==> config.mk <==
export PLATFORM = sky130hd
export DESIGN_NAME = branch_predictor_gshare_flat
export DESIGN_NICKNAME = d
export VERILOG_FILES = /design/src/rtl/branch_predictor_gshare_if.sv /design/src/rtl/branch_predictor_gshare.sv /design/src/flat_wrapper.sv
export SDC_FILE = /design/constraint.sdc
export NUM_CORES = 1
export LEC_CHECK = 0
export CORE_MARGIN = 5
export CORE_UTILIZATION = 56
export CTS_CLUSTER_SIZE = 10
export DETAILED_ROUTE_END_ITERATION = 6
export GPL_ROUTABILITY_DRIVEN = 0
export PLACE_DENSITY = 0.81
export RECOVER_POWER = 25
export SLEW_MARGIN = 20
export SYNTH_ARGS = -nofsm -noshare
export SYNTH_HDL_FRONTEND = slang
export SYNTH_SLANG_ARGS = --single-unit
==> constraint.sdc <==
create_clock -name clk -period 5.86 [get_ports clk]
set_clock_uncertainty 0.15 [all_clocks]
set_input_delay 1.172 -clock clk [delete_from_list [all_inputs] [get_ports clk]]
set_output_delay 1.172 -clock clk [all_outputs]
set_load 0.01 [all_outputs]
==> src/rtl/branch_predictor_gshare_if.sv <==
`default_nettype none
// ============================================================================
// Module   : branch_predictor_gshare_if
// Brief    : Fetch lookup, execute resolve and statistics bundle for the
//            gshare branch predictor.
// Revision : 1.0
// ============================================================================
interface branch_predictor_gshare_if #(
    parameter int STAT_W = 32
) ();
    logic [1:0]        mode;
    logic              clr;
    logic              lkp_valid;
    logic [31:0]       lkp_pc;
    logic              lkp_taken;
    logic              rslv_valid;
    logic [31:0]       rslv_pc;
    logic              rslv_taken;
    logic              busy;
    logic [STAT_W-1:0] stat_branches;
    logic [STAT_W-1:0] stat_hits;
    logic [STAT_W-1:0] stat_st_hits;

    modport master (
        output mode, clr, lkp_valid, lkp_pc, rslv_valid, rslv_pc, rslv_taken,
        input  lkp_taken, busy, stat_branches, stat_hits, stat_st_hits
    );

    modport slave (
        input  mode, clr, lkp_valid, lkp_pc, rslv_valid, rslv_pc, rslv_taken,
        output lkp_taken, busy, stat_branches, stat_hits, stat_st_hits
    );
endinterface
`default_nettype wire

==> src/rtl/branch_predictor_gshare.sv <==
`default_nettype none
// ============================================================================
// Module   : branch_predictor_gshare
// Brief    : Static-taken / bimodal / gshare predictor with PHT init sweep,
//            global history and saturating accuracy statistics.
// Revision : 1.0
// ============================================================================
module branch_predictor_gshare #(
    parameter int IDX_W    = 6,
    parameter int CTR_W    = 2,
    parameter int GHR_W    = 6,
    parameter int CTR_INIT = 1,
    parameter int STAT_W   = 32
) (
    input logic                     clk,
    input logic                     rst,
    branch_predictor_gshare_if.slave bus
);
    localparam int               c_DEPTH    = 1 << IDX_W;
    localparam logic [CTR_W-1:0] c_CTR_INIT = CTR_W'(CTR_INIT);

    typedef enum logic [0:0] {
        ST_INIT = 1'b0,
        ST_RUN  = 1'b1
    } state_t;

    state_t              r_state;
    state_t              w_state_nxt;
    logic [IDX_W-1:0]    r_init_idx;
    logic [CTR_W-1:0]    r_pht [0:c_DEPTH-1];
    logic [GHR_W-1:0]    r_ghr;
    logic [GHR_W-1:0]    w_ghr_nxt;
    logic [IDX_W-1:0]    w_ghr_ext;
    logic                r_lkp_taken;
    logic [STAT_W-1:0]   r_stat_branches;
    logic [STAT_W-1:0]   r_stat_hits;
    logic [STAT_W-1:0]   r_stat_st_hits;

    logic                w_run;
    logic                w_static;
    logic                w_rslv_en;
    logic [IDX_W-1:0]    w_lkp_idx;
    logic [IDX_W-1:0]    w_rslv_idx;
    logic                w_lkp_pred;
    logic                w_rslv_pred;
    logic [CTR_W-1:0]    w_rslv_ctr;
    logic [CTR_W-1:0]    w_ctr_upd;
    logic                w_unused_pc;

    // Static mode uses mode[1]=0, so it trains on the bimodal index.
    function automatic logic [IDX_W-1:0] f_index(input logic [31:0]      pc,
                                                 input logic             gshare,
                                                 input logic [IDX_W-1:0] ghr_ext);
        f_index = pc[IDX_W+1:2] ^ (gshare ? ghr_ext : '0);
    endfunction

    assign w_run       = (r_state == ST_RUN);
    assign w_static    = (bus.mode == 2'd0);
    assign w_rslv_en   = w_run & bus.rslv_valid & ~bus.clr;
    assign w_lkp_idx   = f_index(bus.lkp_pc,  bus.mode[1], w_ghr_ext);
    assign w_rslv_idx  = f_index(bus.rslv_pc, bus.mode[1], w_ghr_ext);
    assign w_rslv_ctr  = r_pht[w_rslv_idx];
    assign w_lkp_pred  = w_static | r_pht[w_lkp_idx][CTR_W-1];
    assign w_rslv_pred = w_static | w_rslv_ctr[CTR_W-1];
    assign w_unused_pc = ^{bus.lkp_pc[31:IDX_W+2], bus.lkp_pc[1:0],
                           bus.rslv_pc[31:IDX_W+2], bus.rslv_pc[1:0]};

    always_comb begin
        w_ghr_ext            = '0;
        w_ghr_ext[GHR_W-1:0] = r_ghr;
    end

    generate
        if (GHR_W == 1) begin : g_ghr_one
            assign w_ghr_nxt = bus.rslv_taken;
        end else begin : g_ghr_shift
            assign w_ghr_nxt = {r_ghr[GHR_W-2:0], bus.rslv_taken};
        end
    endgenerate

    always_comb begin
        w_ctr_upd = w_rslv_ctr;
        if (bus.rslv_taken && (w_rslv_ctr != '1)) begin
            w_ctr_upd = w_rslv_ctr + CTR_W'(1);
        end else if (!bus.rslv_taken && (w_rslv_ctr != '0)) begin
            w_ctr_upd = w_rslv_ctr - CTR_W'(1);
        end
    end

    always_ff @(posedge clk or posedge rst) begin
        if (rst) begin
            r_state <= ST_INIT;
        end else begin
            r_state <= w_state_nxt;
        end
    end

    always_comb begin
        w_state_nxt = r_state;
        case (r_state)
            ST_INIT: if (!bus.clr && (r_init_idx == '1)) w_state_nxt = ST_RUN;
            ST_RUN:  if (bus.clr)                        w_state_nxt = ST_INIT;
            default:                                     w_state_nxt = ST_INIT;
        endcase
    end

    always_ff @(posedge clk or posedge rst) begin
        if (rst) begin
            r_init_idx <= '0;
        end else if (bus.clr || w_run) begin
            r_init_idx <= '0;
        end else begin
            r_init_idx <= r_init_idx + IDX_W'(1);
        end
    end

    // Table contents are fully defined by the init sweep, so no reset here.
    always_ff @(posedge clk) begin
        if (r_state == ST_INIT) begin
            r_pht[r_init_idx] <= c_CTR_INIT;
        end else if (w_rslv_en) begin
            r_pht[w_rslv_idx] <= w_ctr_upd;
        end
    end

    always_ff @(posedge clk or posedge rst) begin
        if (rst) begin
            r_lkp_taken     <= 1'b0;
            r_ghr           <= '0;
            r_stat_branches <= '0;
            r_stat_hits     <= '0;
            r_stat_st_hits  <= '0;
        end else begin
            r_lkp_taken <= w_run & bus.lkp_valid & w_lkp_pred;
            if (bus.clr) begin
                r_ghr           <= '0;
                r_stat_branches <= '0;
                r_stat_hits     <= '0;
                r_stat_st_hits  <= '0;
            end else if (w_rslv_en) begin
                r_ghr <= w_ghr_nxt;
                if (r_stat_branches != '1) begin
                    r_stat_branches <= r_stat_branches + STAT_W'(1);
                end
                if ((w_rslv_pred == bus.rslv_taken) && (r_stat_hits != '1)) begin
                    r_stat_hits <= r_stat_hits + STAT_W'(1);
                end
                if (bus.rslv_taken && (r_stat_st_hits != '1)) begin
                    r_stat_st_hits <= r_stat_st_hits + STAT_W'(1);
                end
            end
        end
    end

    assign bus.lkp_taken     = r_lkp_taken;
    assign bus.busy          = (r_state == ST_INIT);
    assign bus.stat_branches = r_stat_branches;
    assign bus.stat_hits     = r_stat_hits;
    assign bus.stat_st_hits  = r_stat_st_hits;
endmodule
`default_nettype wire
==> src/flat_wrapper.sv <==
// flat-port wrapper written by rule: the top's interface ports become plain ports
module branch_predictor_gshare_flat 
#(
    parameter int IDX_W    = 6,
    parameter int CTR_W    = 2,
    parameter int GHR_W    = 6,
    parameter int CTR_INIT = 1,
    parameter int STAT_W   = 32
)
  (clk, rst, bus_mode, bus_clr, bus_lkp_valid, bus_lkp_pc, bus_rslv_valid, bus_rslv_pc, bus_rslv_taken, bus_lkp_taken, bus_busy, bus_stat_branches, bus_stat_hits, bus_stat_st_hits);
  branch_predictor_gshare_if #(.STAT_W(STAT_W)) bus_i ();
  input logic clk;
  input logic rst;
  input wire logic [$bits(bus_i.mode)-1:0] bus_mode;
  input wire logic [$bits(bus_i.clr)-1:0] bus_clr;
  input wire logic [$bits(bus_i.lkp_valid)-1:0] bus_lkp_valid;
  input wire logic [$bits(bus_i.lkp_pc)-1:0] bus_lkp_pc;
  input wire logic [$bits(bus_i.rslv_valid)-1:0] bus_rslv_valid;
  input wire logic [$bits(bus_i.rslv_pc)-1:0] bus_rslv_pc;
  input wire logic [$bits(bus_i.rslv_taken)-1:0] bus_rslv_taken;
  output wire logic [$bits(bus_i.lkp_taken)-1:0] bus_lkp_taken;
  output wire logic [$bits(bus_i.busy)-1:0] bus_busy;
  output wire logic [$bits(bus_i.stat_branches)-1:0] bus_stat_branches;
  output wire logic [$bits(bus_i.stat_hits)-1:0] bus_stat_hits;
  output wire logic [$bits(bus_i.stat_st_hits)-1:0] bus_stat_st_hits;
  assign bus_i.mode = bus_mode;
  assign bus_i.clr = bus_clr;
  assign bus_i.lkp_valid = bus_lkp_valid;
  assign bus_i.lkp_pc = bus_lkp_pc;
  assign bus_i.rslv_valid = bus_rslv_valid;
  assign bus_i.rslv_pc = bus_rslv_pc;
  assign bus_i.rslv_taken = bus_rslv_taken;
  assign bus_lkp_taken = bus_i.lkp_taken;
  assign bus_busy = bus_i.busy;
  assign bus_stat_branches = bus_i.stat_branches;
  assign bus_stat_hits = bus_i.stat_hits;
  assign bus_stat_st_hits = bus_i.stat_st_hits;
  branch_predictor_gshare #(.IDX_W(IDX_W), .CTR_W(CTR_W), .GHR_W(GHR_W), .CTR_INIT(CTR_INIT), .STAT_W(STAT_W)) u_core (.clk(clk), .rst(rst), .bus(bus_i));
endmodule
== Yosys cells after proc, flatten, opt, wreduce, memory -nomap -nowiden ==
Memories as Yosys holds them, arrays and structs flattened.
Cells that the tools add are included.
Storage, ports and cells
  flip-flop bits (word level): 110
  memory bits (writable): 128
  input port bits: 72
  output and inout port bits: 98
  logic and storage cells: 73
  memories kept: 1
Memories
  u_core.r_pht: depth 64, width 2, rd ports 2, clocked after memory_dff 0, wr ports 1, line branch_predictor_gshare.sv:30  | logic [CTR_W-1:0] r_pht [0:c_DEPTH-1];
Operators by class
  add/subtract/negate cells: 6
  eq/ne operators: 6
  multiplexer cells: 25
  bitwise operators: 10
  reductions and logical operators: 18
Operator list (number)
  $mux 32: 9
  $add 32x1->32 const B: 3
  $ne 32x32->1 const B: 3
  $mux 6: 5
  $xor 6x6->6: 2
  $reduce_bool 2->1: 5
  $mux 1: 7
  $add 6x1->6 const B: 1
  $eq 6x6->1 const B: 1
  $mux 2: 3
  $reduce_and 2->1: 3
  $logic_and 1x1->1: 5
  $and 1x1->1: 4
  $add 2x1->2 const B: 1
  $logic_not 1->1: 2
  $logic_not 2->1: 1
  $ne 2x2->1 const B: 1
  $not 1->1: 2
  $or 1x1->1: 2
  $pmux 1 s2: 1
  $reduce_or 2->1: 1
  $sub 2x1->2 const B: 1
  $eq 1x1->1: 1
  $logic_or 1x1->1: 1

== Depth between registers and ports, before layout ==
An unclocked memory read counts as a cell.
  depth in word-level cells: 9
  depth in mapped cells: 16
  gate-level depth less buffers: 13

== Worst setup path before layout ==
Ideal clock, no wire load.
  path kind: in2reg
  start: in bus_mode[1]
  end: mem u_core.r_pht[0][1], data pin
  library setup time: 0.500 ns
  data arrival time: 5.481 ns
  data required time: 5.210 ns
  slack: -0.272 ns
  cell stages on the path: 13
  buffers on the path: 3
  cells stage by stage: and2_1 -> buf_4 -> xnor2_4 -> buf_4 -> buf_2 -> mux4_2 -> mux4_2 -> nand2_1 -> a31oi_1 -> ha_1 -> nor3_1 -> nor3_1 -> nor2_1
On the way
  longest elaborated chain between the ends: 8
  elaborated cells on any way between the ends: 12
  those cells by class: add/sub (2); eq/ne (1); mux (4); bitwise (1); reduce/logical (3); memory (1)
RTL lines
  start, declared: line flat_wrapper.sv:14  | input wire logic [$bits(bus_i.mode)-1:0] bus_mode;
  $mux 6 *: line branch_predictor_gshare.sv:54  | f_index = pc[IDX_W+1:2] ^ (gshare ? ghr_ext : '0);
  $xor 6x6->6 *: line branch_predictor_gshare.sv:54
  $mem_v2 64x2 *
  branches (longest 3 deep; another with $sub 2x1->2)
  $mux 2 *: line branch_predictor_gshare.sv:83  | if (bus.rslv_taken && (w_rslv_ctr != '1)) begin
  $mux 2 (no source line) *
  end, declared: line branch_predictor_gshare.sv:30
Every way passes the cells marked *.

== Worst setup path after layout ==
  start: in bus_rslv_pc[3]
  end: mem u_core.r_pht[9][1], data pin
On the way
  longest elaborated chain between the ends: 7
  elaborated cells on any way between the ends: 11
  those cells by class: add/sub (2); eq/ne (1); mux (3); bitwise (1); reduce/logical (3); memory (1)
RTL lines
  start, declared: line flat_wrapper.sv:19  | input wire logic [$bits(bus_i.rslv_pc)-1:0] bus_rslv_pc;
  $xor 6x6->6 *: line branch_predictor_gshare.sv:54
  $mem_v2 64x2 *
  branches (longest 3 deep; another with $sub 2x1->2)
  $mux 2 *: line branch_predictor_gshare.sv:83
  $mux 2 (no source line) *
Marks and branches as above.

==> flow_summary.json <==
{
  "status": "complete, but fails checks",
  "failed_checks": "max-capacitance violations, max-slew violations",
  "startpoint_type": "input pin",
  "finalSetupViolations": 0,
  "via_per_inst": 6.37,
  "clk_pin_slew_worst_paths_ps": 50,
  "cts_resized": 0,
  "post_cts_buffers": 0,
  "leakage_nw": 5.75,
  "synth_seq_cells": 238,
  "power_density_nw_per_um2": 232,
  "cap_viol_max_count": 2,
  "p_total_mw": 3.57,
  "grt_setup_unrepaired": "false",
  "r2r_cells": 14,
  "h-tree-depth": 1,
  "final_common_cell": "nor2_1",
  "fill_cells": 1657,
  "io_pins": 170,
  "dp_hpwl_microns": 22800,
  "r2r_end": "u_core.r_pht[9][1]",
  "ir_worst_vdd_uv": 192,
  "synth.net_count": 1235,
  "hold_class": "register to register",
  "slew_headroom_pct": -108,
  "fmax_mhz": 199,
  "rows": 55,
  "cp_max_fo": 40,
  "startpoint": "bus_rslv_pc[3]",
  "vias": 10100,
  "cts_buffers": 28,
  "dieArea_sq_um": 26100,
  "synthFlopType": "edfxtp_1",
  "min_period_ps": 5020,
  "gr-total-overflow": 0,
  "stdcell_area_sq_um": 15400,
  "fp.dieH_microns": 162,
  "placed_area_sq_um": 14600,
  "required_ps": 6090,
  "clkLatencyLatePin_ps": 550,
  "antenna_left": 0,
  "grt_pass1_vias": 9852,
  "synth.largest_area_cell": "edfxtp_1",
  "drv_slew": 135,
  "drc": 0,
  "timing.rr.start": "u_core.r_ghr[0]",
  "final_nets": 1372,
  "seqCellArea_sq_um": 6600,
  "core-area_sq_um": 22600,
  "synth_top_area_share_pct": 29.8,
  "grt_first_pass_wirelength_microns": 53400,
  "critPathArrivalTime_ps": 5240,
  "drtPass1Iterations": 6,
  "routed_wl_microns": 33400,
  "multi_input_area_sq_um": 5860,
  "path_class": "input pin to register",
  "layout-drive-gt1-share_pct": 13.8,
  "start_util_pct": 56.9,
  "cts.sinks": 238,
  "wire_per_inst_microns": 21.0,
  "worstSetupEndpoint": "u_core.r_pht[9][1]",
  "synthesis.area_sq_um": 12900,
  "yosysUniqueCellTypes": 75,
  "synth_area_leaders": "edfxtp_1, dfrtp_1, mux4_2",
  "yosysSeqAreaShare_pct": 51.2,
  "synth-edff-count": 128,
  "min_period_over_period_pct": 85.6,
  "min_path_cells": 2,
  "grt_util_all_layers_pct": 25.3,
  "avgSynthCellArea_sq_um": 11.1,
  "synthArstFlopShare_pct": 46.2,
  "hold_violations": 0,
  "area_growth_pct": 19.3,
  "layout_common_cells": "nor2_1, edfxtp_1, dfrtp_1",
  "portBuffers": 117,
  "drt_iter0_markers": 1308,
  "cts_tree": "built",
  "postSynthCellCount": 1157,
  "ctsHoldBuffers": 0,
  "ys_warn_count": 0,
  "tightest_slew_ps": 3100,
  "grt_start_max_net_pins": 71,
  "clockBufferDepth": 3,
  "rrSetupSlack_ps": 1230,
  "clockRootBuffer": "clkbuf_16",
  "cp-end-kind": "register",
  "antenna_found_initial": 1,
  "die_x_microns": 162
}
==> worst max-delay path: stages <==
cell and delay, ps:
clkdlybuf4s50_1 450, buf_4 200, buf_4 200, buf_4 160, o21ba_2 160, o221ai_1 170
a21oi_1 80, a221oi_1 330, a21oi_1 160, nor4_4 350, nor3b_1 360, inv_1 80
ha_1 300, nor3_1 190, nor3_1 100, nor2_4 470, buf_12 270
==> cell families (layout without fill, tap and decap cells) <==
group                    count (synthesis)  count (layout)  synth area share (%)
flip-flops                             238             238                  51.2
AND/OR/NAND/NOR                        445             445                  16.5
AO/OA/AOI/OAI                          217             217                  12.3
other                                    0               1                     0
XOR/XNOR                               100             100                  7.00
adder cells (fa/ha/maj)                  6               6                 0.583
buffers and inverters                   89             236                  3.47
multiplexers                            62              62                  8.86
==> power by group <==
group | total [mW] | switching (mW) | internal [mW]
sequential | 1.76 | 0.00562 | 1.76
combinational | 0.245 | 0.150 | 0.0949
clock | 1.56 | 0.651 | 0.909
==> metal layers <==
layer / vias up / wire [microns] / track usage (%) / share of wire (%)
met5: - / 0 / 0 / 0
met4: 0 / 1500 / 10.5 / 4.5
met3: 113 / 2870 / 4.01 / 8.6
met2: 532 / 16000 / 40.1 / 48
met1: 4932 / 13100 / 35.2 / 39
li1: 4547 / - / - / -
==> sequential cells by signal, summed over array words and instances, names as in the netlist <==
| name | count |
|---|---|
| u_core.r_pht | 128 |
| u_core.r_state | 1 |
| u_core.r_init_idx | 6 |
| u_core.bus.lkp_taken | 1 |
| u_core.bus.stat_hits | 32 |
| u_core.bus.stat_st_hits | 32 |
| u_core.r_ghr | 6 |
| u_core.bus.stat_branches | 32 |
==> through the flow <==
stage	hold slack [ps]	worst slack (ps)	utilization, %	setup TNS (ps)	std cells
after global routing	431	473	67.9	0	1590
after global placement	379	70.4	64.3	0	1548
after floorplan	364	410	-	0	1157
after detailed placement	387	-119	64.3	-7380	1548
after CTS	398	392	67.8	0	1588
final	399	844	67.9	0	1590
==> worst min-delay path by stage <==
| stage | start | endpoint |
|---|---|---|
| 2_1_floorplan | u_core.r_ghr[4] | u_core.r_ghr[5] |
| 3_3_place_gp | u_core.r_ghr[5] | u_core.r_ghr[5] |
| 3_5_place_dp | u_core.r_ghr[5] | u_core.r_ghr[5] |
| 4_1_cts | u_core.r_ghr[5] | u_core.r_ghr[5] |
| 5_1_grt | u_core.r_ghr[5] | u_core.r_ghr[5] |
| 6_report | u_core.r_ghr[5] | u_core.r_ghr[5] |
==> Yosys cell counts, drive strengths merged, types with 24 or more instances <==
library cell and count:
mux4 40, buf 36, inv 29, nand2 78, dfrtp 110, nor2 183, clkbuf 24, edfxtp 128
xor2 58, a21oi 40, o21ai 40, xnor2 42, nand3 55
==> area by class of cell <==
cell class	count	area share, %
Antenna cell	1	0.0163
Clock buffer	36	4.75
Clock inverter	4	0.448
Inverter	29	0.717
Multi-Input combinational cell	830	38.1
Sequential cell	238	42.9
Tap cell	285	2.32
Timing Repair Buffer	167	10.7
No activity file was read; power rests on OpenSTA's default activity.
